File: config.mk
export PLATFORM = sky130hd
export DESIGN_NAME = csi_rx_stream_ctrl
export DESIGN_NICKNAME = d
export VERILOG_FILES = /design/src/rtl/csi_rx_stream_ctrl.sv
export SDC_FILE = /design/constraint.sdc
export NUM_CORES = 1
export LEC_CHECK = 0
export ABC_AREA = 1
export CORE_MARGIN = 10
export CORE_UTILIZATION = 53
export DETAILED_ROUTE_END_ITERATION = 6
export HOLD_SLACK_MARGIN = 0.08
export PLACE_DENSITY = 0.8
export SYNTH_ARGS = -nofsm -noshare
export SYNTH_HDL_FRONTEND = slang
export SYNTH_SLANG_ARGS = --single-unit
File: constraint.sdc
create_clock -name byte_clock -period 1.9 [get_ports byte_clock]
set_clock_uncertainty 0.1 [all_clocks]
set_input_delay 0.19 -clock byte_clock [delete_from_list [all_inputs] [get_ports byte_clock]]
set_output_delay 0.19 -clock byte_clock [all_outputs]
set_load 0.01 [all_outputs]
File: src/rtl/csi_rx_stream_ctrl.sv
// Byte-clock sequencer between the CSI-2 receiver stream and the CDC FIFO write port.
// Holds the FIFO in reset, waits for it to settle, then admits whole frames only.
module csi_rx_stream_ctrl #(
  parameter int PHY_RST_CYCLES = 200000000,
  parameter int SETTLE_CYCLES  = 100000000,
  parameter int CNT_WIDTH      = 32
) (
  input  logic        byte_clock,
  input  logic        reset,
  input  logic        enable,
  input  logic        clear_status,
  input  logic        s_axis_tvalid,
  input  logic        s_axis_tuser,
  input  logic        s_axis_tlast,
  input  logic        fifo_full,
  input  logic        fifo_wr_rst_busy,
  output logic        fifo_rst,
  output logic        fifo_wr_en,
  output logic        stream_active,
  output logic        overflow_sticky,
  output logic [15:0] frame_count,
  output logic [15:0] drop_count
);

  typedef enum logic [2:0] {RST, SETTLE, WAIT_SOF, STREAM, DROP} state_t;

  localparam logic [CNT_WIDTH-1:0] RST_LAST    = CNT_WIDTH'(PHY_RST_CYCLES - 1);
  localparam logic [CNT_WIDTH-1:0] SETTLE_LAST = CNT_WIDTH'(SETTLE_CYCLES - 1);

  state_t               state;
  logic [CNT_WIDTH-1:0] cnt;
  logic                 sof_ok;
  logic                 lost;
  logic                 sof_written;
  logic                 stop_sof;

  // tlast is observed only; line boundaries never change sequencing
  logic unused_tlast;
  assign unused_tlast = s_axis_tlast;

  assign sof_ok      = s_axis_tvalid & s_axis_tuser & enable & ~fifo_full;
  assign lost        = (state == STREAM) & s_axis_tvalid & fifo_full;
  assign stop_sof    = (state == STREAM) & s_axis_tvalid & s_axis_tuser & ~enable;
  assign sof_written = s_axis_tvalid & s_axis_tuser & fifo_wr_en;

  always_comb begin
    fifo_wr_en = 1'b0;
    case (state)
      WAIT_SOF, DROP: fifo_wr_en = sof_ok;
      STREAM:         fifo_wr_en = s_axis_tvalid & ~fifo_full & ~(s_axis_tuser & ~enable);
      default:        fifo_wr_en = 1'b0;
    endcase
  end

  always_ff @(posedge byte_clock or posedge reset) begin
    if (reset) begin
      state           <= RST;
      cnt             <= '0;
      fifo_rst        <= 1'b1;
      stream_active   <= 1'b0;
      overflow_sticky <= 1'b0;
      frame_count     <= '0;
      drop_count      <= '0;
    end else begin
      case (state)
        RST: begin
          if (cnt == RST_LAST) begin
            state    <= SETTLE;
            fifo_rst <= 1'b0;
            cnt      <= '0;
          end else begin
            cnt <= cnt + 1'b1;
          end
        end
        SETTLE: begin
          // any busy cycle restarts the settle window
          if (fifo_wr_rst_busy) cnt <= '0;
          else if (cnt == SETTLE_LAST) begin
            state <= WAIT_SOF;
            cnt   <= '0;
          end else cnt <= cnt + 1'b1;
        end
        WAIT_SOF, DROP: begin
          if (sof_ok) begin
            state         <= STREAM;
            stream_active <= 1'b1;
          end
        end
        STREAM: begin
          // overflow outranks the disable-at-SOF exit: the beat is lost either way
          if (lost) begin
            state         <= DROP;
            stream_active <= 1'b0;
          end else if (stop_sof) begin
            state         <= WAIT_SOF;
            stream_active <= 1'b0;
          end
        end
        default: begin
          state         <= RST;
          fifo_rst      <= 1'b1;
          stream_active <= 1'b0;
          cnt           <= '0;
        end
      endcase

      if (clear_status) begin
        frame_count     <= '0;
        drop_count      <= '0;
        overflow_sticky <= 1'b0;
      end else begin
        if (sof_written) frame_count <= frame_count + 16'd1;
        if (lost) begin
          overflow_sticky <= 1'b1;
          if (drop_count != 16'hFFFF) drop_count <= drop_count + 16'd1;
        end
      end
    end
  end

endmodule
Word-level counts from Yosys, hierarchy flattened
Index checks and enable logic that the tools add are counted.
{"block": "classes", "addsub": 3, "multipliers": 0, "div": 0, "order_cmp": 0, "eq_ne": 12, "shifts": 0, "n_mux": 25, "bitwise_logic": 16, "reduce_logical": 12}
{"operator": "$mux 32", "n": 3}
{"operator": "$pmux 32 s3", "n": 1}
{"operator": "$mux 16", "n": 5}
{"operator": "$add 16x1->16 const B", "n": 2}
{"operator": "$add 32x1->32 const B", "n": 1}
{"operator": "$eq 32x27->1 const B", "n": 1}
{"operator": "$eq 32x28->1 const B", "n": 1}
{"operator": "$mux 3", "n": 6}
{"operator": "$ne 16x16->1 const B", "n": 1}
{"operator": "$pmux 3 s4", "n": 1}
{"operator": "$and 1x1->1", "n": 11}
{"operator": "$ne 2x2->1 const B", "n": 4}
{"operator": "$eq 3x2->1 const B", "n": 2}
{"operator": "$mux 1", "n": 6}
{"operator": "$reduce_bool 2->1", "n": 3}
{"operator": "$not 1->1", "n": 5}
{"operator": "$reduce_and 5->1", "n": 1}
{"operator": "$pmux 1 s2", "n": 2}
{"operator": "$reduce_and 2->1", "n": 2}
{"operator": "$reduce_or 2->1", "n": 2}
{"operator": "$reduce_or 4->1", "n": 1}
{"operator": "$eq 3x1->1 const B", "n": 1}
{"operator": "$eq 3x3->1 const B", "n": 1}
{"operator": "$logic_not 3->1", "n": 1}
{"operator": "4 further kinds", "n": 4}
{"block": "word_totals", "register_bits": 70, "latch_bits": 0, "mem_bits_rw": 0, "rom_bits": 0, "inputBits": 9, "output_inout_bits": 36, "mem_count": 0}

Depth between registers and ports, before layout
Gate-level depths: netlist of run 1.
{"block": "logic_depth", "ltp_word": 8, "depth_mapped": 12}

Worst setup path after synthesis of run 1
No wires, ideal clock.
{"block": "synth_timing", "kind": "register -> register", "startpoint": "reg drop_count[0]", "endpoint": "reg drop_count[10]", "setup_ps": 127, "t_arrival_ps": 1602, "required_ps": 1673, "setup_slack_ps": 71, "path_stages_with_launch": 12, "n_path_buf": 1, "cell_sequence": "dfrtp_1 ha_1 nand2_1 inv_1 nand2_1 inv_1 nand2_1 nor2_1 nand2_1 o21ai_1 buf_2 o21ai_0"}
{"block": "synth_between", "elab_chain_cells": 4, "word_cells_on_any_way": 7, "classes_between": "add/sub (1); eq/ne (1); mux (3); reduce/logical (2)"}
{"element": "start, declared", "line_no": "22", "rtl": "output logic [15:0] drop_count"}
{"element": "start signal, assigned", "line_no": "115", "rtl": "if (drop_count != 16'hFFFF) drop_count <= drop_count + 16'd1;"}
{"element": "$add 16x1->16", "line_no": "115"}
{"element": "$mux 16", "line_no": "115"}
{"element": "$mux 16", "line_no": "113", "rtl": "if (lost) begin"}
{"element": "$mux 16", "line_no": "107", "rtl": "if (clear_status) begin"}
Several ways; a longest one is shown, not always the timed one. The select of a mux whose other input is x is not followed.
A chain may end at the register's enable or synchronous reset.

Worst setup path in the final report of run 1
{"block": "layout_timing", "startpoint": "reg cnt[1]", "endpoint": "reg cnt[21]"}
{"block": "layout_between", "elab_chain_cells": 4, "word_cells_on_any_way": 7, "classes_between": "add/sub (1); eq/ne (2); mux (4)"}
{"element": "start, declared", "line_no": "31", "rtl": "logic [CNT_WIDTH-1:0] cnt;"}
{"element": "start signal, assigned", "line_no": "72", "rtl": "cnt <= cnt + 1'b1;"}
{"element": "start signal, assigned", "line_no": "81", "rtl": "end else cnt <= cnt + 1'b1;"}
{"element": "$add 32x1->32 / $eq 32x27->1 (equally long branches)", "line_no": "72, 81, 78"}
{"element": "$mux 32", "line_no": "78", "rtl": "else if (cnt == SETTLE_LAST) begin"}
{"element": "$mux 32", "line_no": "77", "rtl": "if (fifo_wr_rst_busy) cnt <= '0;"}
{"element": "$pmux 32 s3 *", "line_no": "65", "rtl": "case (state)"}
Mark *: on every way between the ends. The rest lies on a longest branch, timed or not.

==> flow_metrics.tcl, run 1 <==
set metrics [dict create \
    grt_pass1_vias 5092 \
    clockBufferDepth 2 \
    synthToLayoutAreaGrowth_pct 22.7 \
    grt_pass1_wl_um 22400 \
    drt-met1-wl_um 5480 \
    synthCells 767 \
    switching_share 0.248 \
    pwr-share-comb 0.072 \
    grt_max_degree 37 \
    tns_ps 0 \
    cp_max_fo 12 \
    drv_cap 0 \
    hpwl_um 9880 \
    drive_gt1_frac 0.120 \
    leakagePower_nw 2.85 \
    htree_levels 3 \
    drt_pass1_iterations 5 \
    finalSetupViolCount 0 \
    arrival_ps 1970 \
    boundaryPins 45 \
    crit_type "flop to flop" \
    dr_wl_met2_um 6330 \
    synth-seq-cells 70 \
    slowest_delay_ps 400 \
    placed_area_mm2 0.00575 \
    top_layer_used "met4" \
    diodes 0 \
    max-vdd-ir-drop_mv 0.380 \
    grt_antenna_before_repair 0 \
    clkPwrFrac 0.378 \
    drc 0 \
    clk_latency_ps 350 \
    syn_nets 779 \
    core_mm2 0.00915 \
    slew_headroom 0.671 \
    timing.hold.ws_ps 101 \
    cp_cell_sequence "ha_2 -> nand2_2 -> nor2_4 -> nand2_4 -> nor2_2 -> nand2_2 -> nand2_4 -> nand3_4 -> nand2_1 -> inv_1" \
    yosysUniqueCellTypes 36 \
    hold_viol_final 0 \
    cts.sinks 70 \
    drtAntennaViolNets 0 \
    tritoncts "built" \
    start_util 0.537 \
    multi_input_comb_area_mm2 0.00271 \
    num_rows 35 \
    period_share 0.965 \
    drv_slew 0 \
    die_y_um 116 \
    pre_cts_ws_ps -193 \
    avgSynthCellArea_um2 6.41 \
    required_ps 2040 \
    seqPwrFrac 0.550 \
    nets 862 \
    root_buffer "clkbuf_8" \
    die_area_mm2 0.0135 \
    place.gp.congestion 0.896 \
    internal-power_mw 2.05 \
    cp-end-kind "flop" \
    dr_wl_met3_um 977 \
    setup_ws_ps 67.4 \
    drt-initial-drc-count 332 \
    cts_made_buffers 9 \
    rsz0062_at_grt "true" \
    fin_crit_ps 1830 \
    start_kind "flop" \
    status "finished, final reports clean" \
    routed-via-count 5205 \
    total_power_mw 2.73 \
    fmax_ghz 0.546 \
    hp-class "input port to async pin" \
    overflow 0 \
    clk_pin_slew_ps 70 \
    finalWirelength_um 13200 \
    wire_per_inst_um 13.7 \
    synth_area_mm2 0.00491 \
    power_density_mw_per_mm2 453 \
    port_buffers 43 \
    p_switching_mw 0.679 \
    fp.dieW_um 116 \
    fillCellCount 776 \
    synth-seq-area-share 0.357 \
    fin_area_mm2 0.00603 \
    cp_slowest_cell "dfrtp_1" \
    seqCellArea_mm2 0.00176 \
    tightestPinTransition_ps 489 \
    ys_warn_count 0 \
    viasPerCell 5.39 \
    grt_use_total 0.202 \
]
[path summary, 6_finish.rpt]
| path | depth (start not counted) | start | slack, ps | endpoint |
|---|---|---|---|---|
| setup / recovery | 10 | cnt[1] | 70 | cnt[21] |
| hold / removal | 2 | reset | 100 | drop_count[15] |
| setup reg to reg | 10 | cnt[1] | 70 | cnt[21] |
| hold reg to reg | 2 | fifo_rst | 390 | fifo_rst |
| max in group asynchronous | 3 | reset | 1070 | frame_count[2] |
| min in group byte_clock | 2 | fifo_rst | 390 | fifo_rst |
[cells in the mapped netlist]
master	n	area, um^2
o21ai_2	2	17.5
inv_1	110	413
nand3b_1	1	7.51
buf_4	2	15.0
nand2_1	270	1010
o211ai_1	4	30.0
nand3_4	1	17.5
nand2_4	3	33.8
inv_2	3	11.3
dfstp_2	1	26.3
and2_1	2	12.5
xor2_1	14	123
o2111ai_1	1	8.76
xnor2_1	2	17.5
o21ai_0	25	125
nand4_1	34	213
nor3_1	16	80.1
nor2_1	80	300
buf_6	2	22.5
o21bai_1	1	7.51
buf_2	6	30.0
nand3_2	1	10.0
nand3_1	77	385
nor3_2	1	10.0
buf_1	1	3.75
or2_2	1	6.26
ha_1	3	37.5
nor3b_1	1	7.51
nor2_2	7	43.8
nand2_2	5	31.3
a21o_1	1	7.51
dfrtp_1	69	1730
nor2_4	4	45.0
clkinv_1	1	3.75
clkbuf_1	3	11.3
o21ai_1	12	60.1
[per-stage QoR]
step                      std cells  utilization
after floorplan                 767            -
after global placement          943        0.628
after detailed placement        943        0.628
after CTS                       959        0.645
after global routing            966        0.659
final                           966        0.659
[sequential cells by signal, indices dropped and copies added (netlist names)]
register         cells
cnt                 32
state                3
stream_active        1
frame_count         16
overflow_sticky      1
fifo_rst             1
drop_count          16
[power groups by stage]
stage	logic, mW	registers (mW)	clock network [mW]
final	0.195	1.50	1.03
after global placement	0.188	1.53	0
after CTS	0.192	1.50	1.06
after global routing	0.216	1.50	1.13
after detailed placement	0.191	1.53	0
after floorplan	0.0789	1.54	0
[cells by family after synthesis]
group | share of synthesized area
flops | 0.357
fa+ha+maj | 0.00764
xor+xnor | 0.0285
compound gates | 0.0522
buf+inv | 0.104
simple gates | 0.451
[layout by cell type, fill, tap and decap left out, types with 3 or more instances in the layout]
master and count:
nand2_1 266, inv_1 108, nand3_1 76, nor2_1 74, dfrtp_1 66, clkdlybuf4s50_1 42
buf_4 35, nand4_1 34, o21ai_0 25, nor3_1 16, xor2_1 14, o21ai_1 11
nor2_2 10, nand2_2 9, clkbuf_8 9, nor2_4 7, clkbuf_1 5, buf_12 5
o211ai_1 4, inv_2 4, nand2_4 3, dfrtp_2 3
[area by class of cell]
type,instances,share of cell area
multi-input combinational,569,0.450
sequential,70,0.291
timing repair buffer,86,0.139
inverter,114,0.0716
clock buffer,14,0.0237
tap,111,0.0230
clock inverter,2,0.00166
[per-layer routing]
layer,global-route usage,up-vias
met5,0,-
met4,0.105,0
met3,0.0570,41
met2,0.337,196
met1,0.231,2370
li1,-,2598
[critical path: cells and delay by family, from the launching register on]
family | cells | cell delay, ps
flops | 1 | 400
buf+inv | 1 | 40
simple gates | 8 | 950
fa+ha+maj | 1 | 220
[what timing repair did]
action | CTS | global route
endpoints found under the setup margin | 1 | 44
hold endpoints to repair | 0 | 0
resized for setup | 6 | 22
hold buffers | 0 | 0
pin swaps | 1 | 8
setup buffers | 0 | 6
gates cloned | 0 | 1
Note: power is estimated with default switching activity, not from simulation.
==> run 2, diff against run 1 <==
--- a/config.mk
+++ b/config.mk
@@ -7,10 +7,10 @@
 export LEC_CHECK = 0
 export ABC_AREA = 1
 export CORE_MARGIN = 10
-export CORE_UTILIZATION = 53
+export CORE_UTILIZATION = 59
 export DETAILED_ROUTE_END_ITERATION = 6
 export HOLD_SLACK_MARGIN = 0.08
-export PLACE_DENSITY = 0.8
+export PLACE_DENSITY = 0.85
 export SYNTH_ARGS = -nofsm -noshare
 export SYNTH_HDL_FRONTEND = slang
 export SYNTH_SLANG_ARGS = --single-unit
==> constraint.sdc (replaced) <==
create_clock -name byte_clock -period 2.15 [get_ports byte_clock]
set_clock_uncertainty 0.1 [all_clocks]
set_input_delay 0.215 -clock byte_clock [delete_from_list [all_inputs] [get_ports byte_clock]]
set_output_delay 0.215 -clock byte_clock [all_outputs]
set_load 0.01 [all_outputs]
==> run 2 against run 1 <==
Hold slack improved by 29 ps. Global-route usage increased by 0.075 points. Design area decreased by 4.3%. Clock power rose by 32%. Core utilization grew 4.7 points. First-iteration DRC count fell by 9.0%. Critical path type is now flop to primary output. Register-to-register slack better by 120 ps. Power grew 3.5%. Flip-flop and latch count is the same. Wire length decreased by 3.7%. Die area down 8.5%. Final cell count down 3.6%.
==> flow_metrics.tcl, run 2 (synthesized netlist as in run 1, its figures left out) <==
set metrics [dict create \
    cts_setup_buffers 0 \
    grt_pass1_wl_um 21700 \
    placed_area_mm2 0.00551 \
    clk_pin_slew_ps 90 \
    grt_use_total 0.203 \
    drtAntennaViolNets 0 \
    period_share 0.940 \
    grt_max_degree 71 \
    pre_cts_ws_ps 101 \
    clockBufferDepth 2 \
    hp-class "input port to async pin" \
    drt_pass1_iterations 5 \
    place.gp.congestion 0.934 \
    layout_commonest_cell "nand2_1" \
    cts.sinks 70 \
    cp-end-kind "primary output" \
    r2r_start "cnt[1]" \
    largest_register_ff_count 32 \
    ff2ff_path_depth 10 \
    boundaryPins 45 \
    max-vdd-ir-drop_mv 0.366 \
    status "finished, final reports clean" \
    timing.hold.ws_ps 131 \
    arrival_ps 1710 \
    mostFrequentLayoutCells "270 x nand2_1, 109 x inv_1, 79 x nor2_1, 77 x nand3_1, 68 x dfrtp_1" \
    htree_levels 3 \
    drt-initial-drc-count 302 \
    synthToLayoutAreaGrowth_pct 17.4 \
    hold_viol_final 0 \
    fin_crit_ps 2020 \
    power_density_mw_per_mm2 490 \
    finalSetupViolCount 0 \
    fmax_ghz 0.495 \
    overflow 0 \
    cts_hold_buf 0 \
    finalWirelength_um 12700 \
    tightestPinTransition_ps 492 \
    root_buffer "clkbuf_8" \
    cts_made_buffers 9 \
    num_rows 33 \
    wire_per_inst_um 13.7 \
    setup_ws_ps 130 \
    tritoncts "built" \
    slew_headroom 0.671 \
    tns_ps 0 \
    cts_resized 1 \
    port_buffers 43 \
    drc 0 \
    cp_max_fo 5 \
    drv_cap 0 \
    required_ps 1840 \
    ff2ff_setup_slack_ps 190 \
    clk_latency_ps 360 \
    fin_area_mm2 0.00577 \
    leakagePower_nw 2.73 \
    nets 833 \
    fp.dieW_um 111 \
    grt_pass1_vias 4818 \
    largest-register "cnt" \
    routed-via-count 5086 \
    hpwl_um 9350 \
    start_util 0.601 \
    grt_antenna_before_repair 0 \
    reg2reg_to "cnt[23]" \
    drive_gt1_frac 0.0751 \
    top_regs "cnt: 32 flops, drop_count: 16 flops, frame_count: 16 flops" \
    viasPerCell 5.46 \
    die_area_mm2 0.0124 \
    total_power_mw 2.83 \
    drv_slew 0 \
    rsz0062_at_grt "false" \
    start_kind "flop" \
    crit_type "flop to primary output" \
    diodes 0 \
    core_mm2 0.00818 \
    die_y_um 111 \
]
[run 2: cell types whose count changed in the layout (fill, tap and decap cells not counted), moves of 4 or more]
cell / previous run / this run
buf_12: 5 / 1
buf_4: 35 / 12
clkbuf_1: 5 / 1
nand2_1: 266 / 270
nand2_2: 9 / 5
nor2_1: 74 / 79
[run 2: report_power, final]
| group | leakage [nW] | internal, mW | switching (mW) |
|---|---|---|---|
| Combinational | 1.69 | 0.0484 | 0.0876 |
| Clock | 0.120 | 0.806 | 0.553 |
| Sequential | 0.919 | 1.32 | 0.00847 |
[run 2: worst max path at each step]
| stage | from | endpoint | slack, ps | depth (start not counted) |
|---|---|---|---|---|
| 6_report | state[2] | fifo_wr_en | 130 | 6 |
| 4_1_cts | drop_count[1] | drop_count[11] | 120 | 12 |
| 3_3_place_gp | s_axis_tvalid | fifo_wr_en | 200 | 6 |
| 2_1_floorplan | reset | cnt[0] | 70 | 1 |
| 5_1_grt | drop_count[1] | drop_count[11] | 0.8 | 12 |
| 3_5_place_dp | s_axis_tuser | frame_count[15] | 100 | 9 |
[run 2: routing by layer]
metal	part of all wire	GRT usage	vias to the layer above	wire, um
li1	-	-	2529	-
met1	0.41	0.240	2337	5250
met2	0.50	0.344	188	6320
met3	0.068	0.0536	32	864
met4	0.023	0.0711	0	292
met5	0	0	-	0
[run 2: area by class of cell]
type / count / area, um^2
flip-flops and latches: 70 / 1750
inverters: 114 / 428
repair buffers: 57 / 551
multi-input cells: 569 / 2660
fillers: 668 / 2410
clock inverters: 5 / 106
clock buffers: 11 / 141
well taps: 105 / 131
[run 2: metrics by stage]
step / cells / utilization
global route: 931 / 0.706
CTS: 931 / 0.704
global placement: 915 / 0.674
floorplan: 767 / -
detailed placement: 915 / 0.674
finish: 931 / 0.706
[run 2: critical path, stage by stage, from the launching register on]
cell	delay, ps
dfrtp_1	440
inv_2	80
nand2_1	100
nor2_4	150
nand2_1	110
o21ai_2	160
dlygate4sd2_1	310
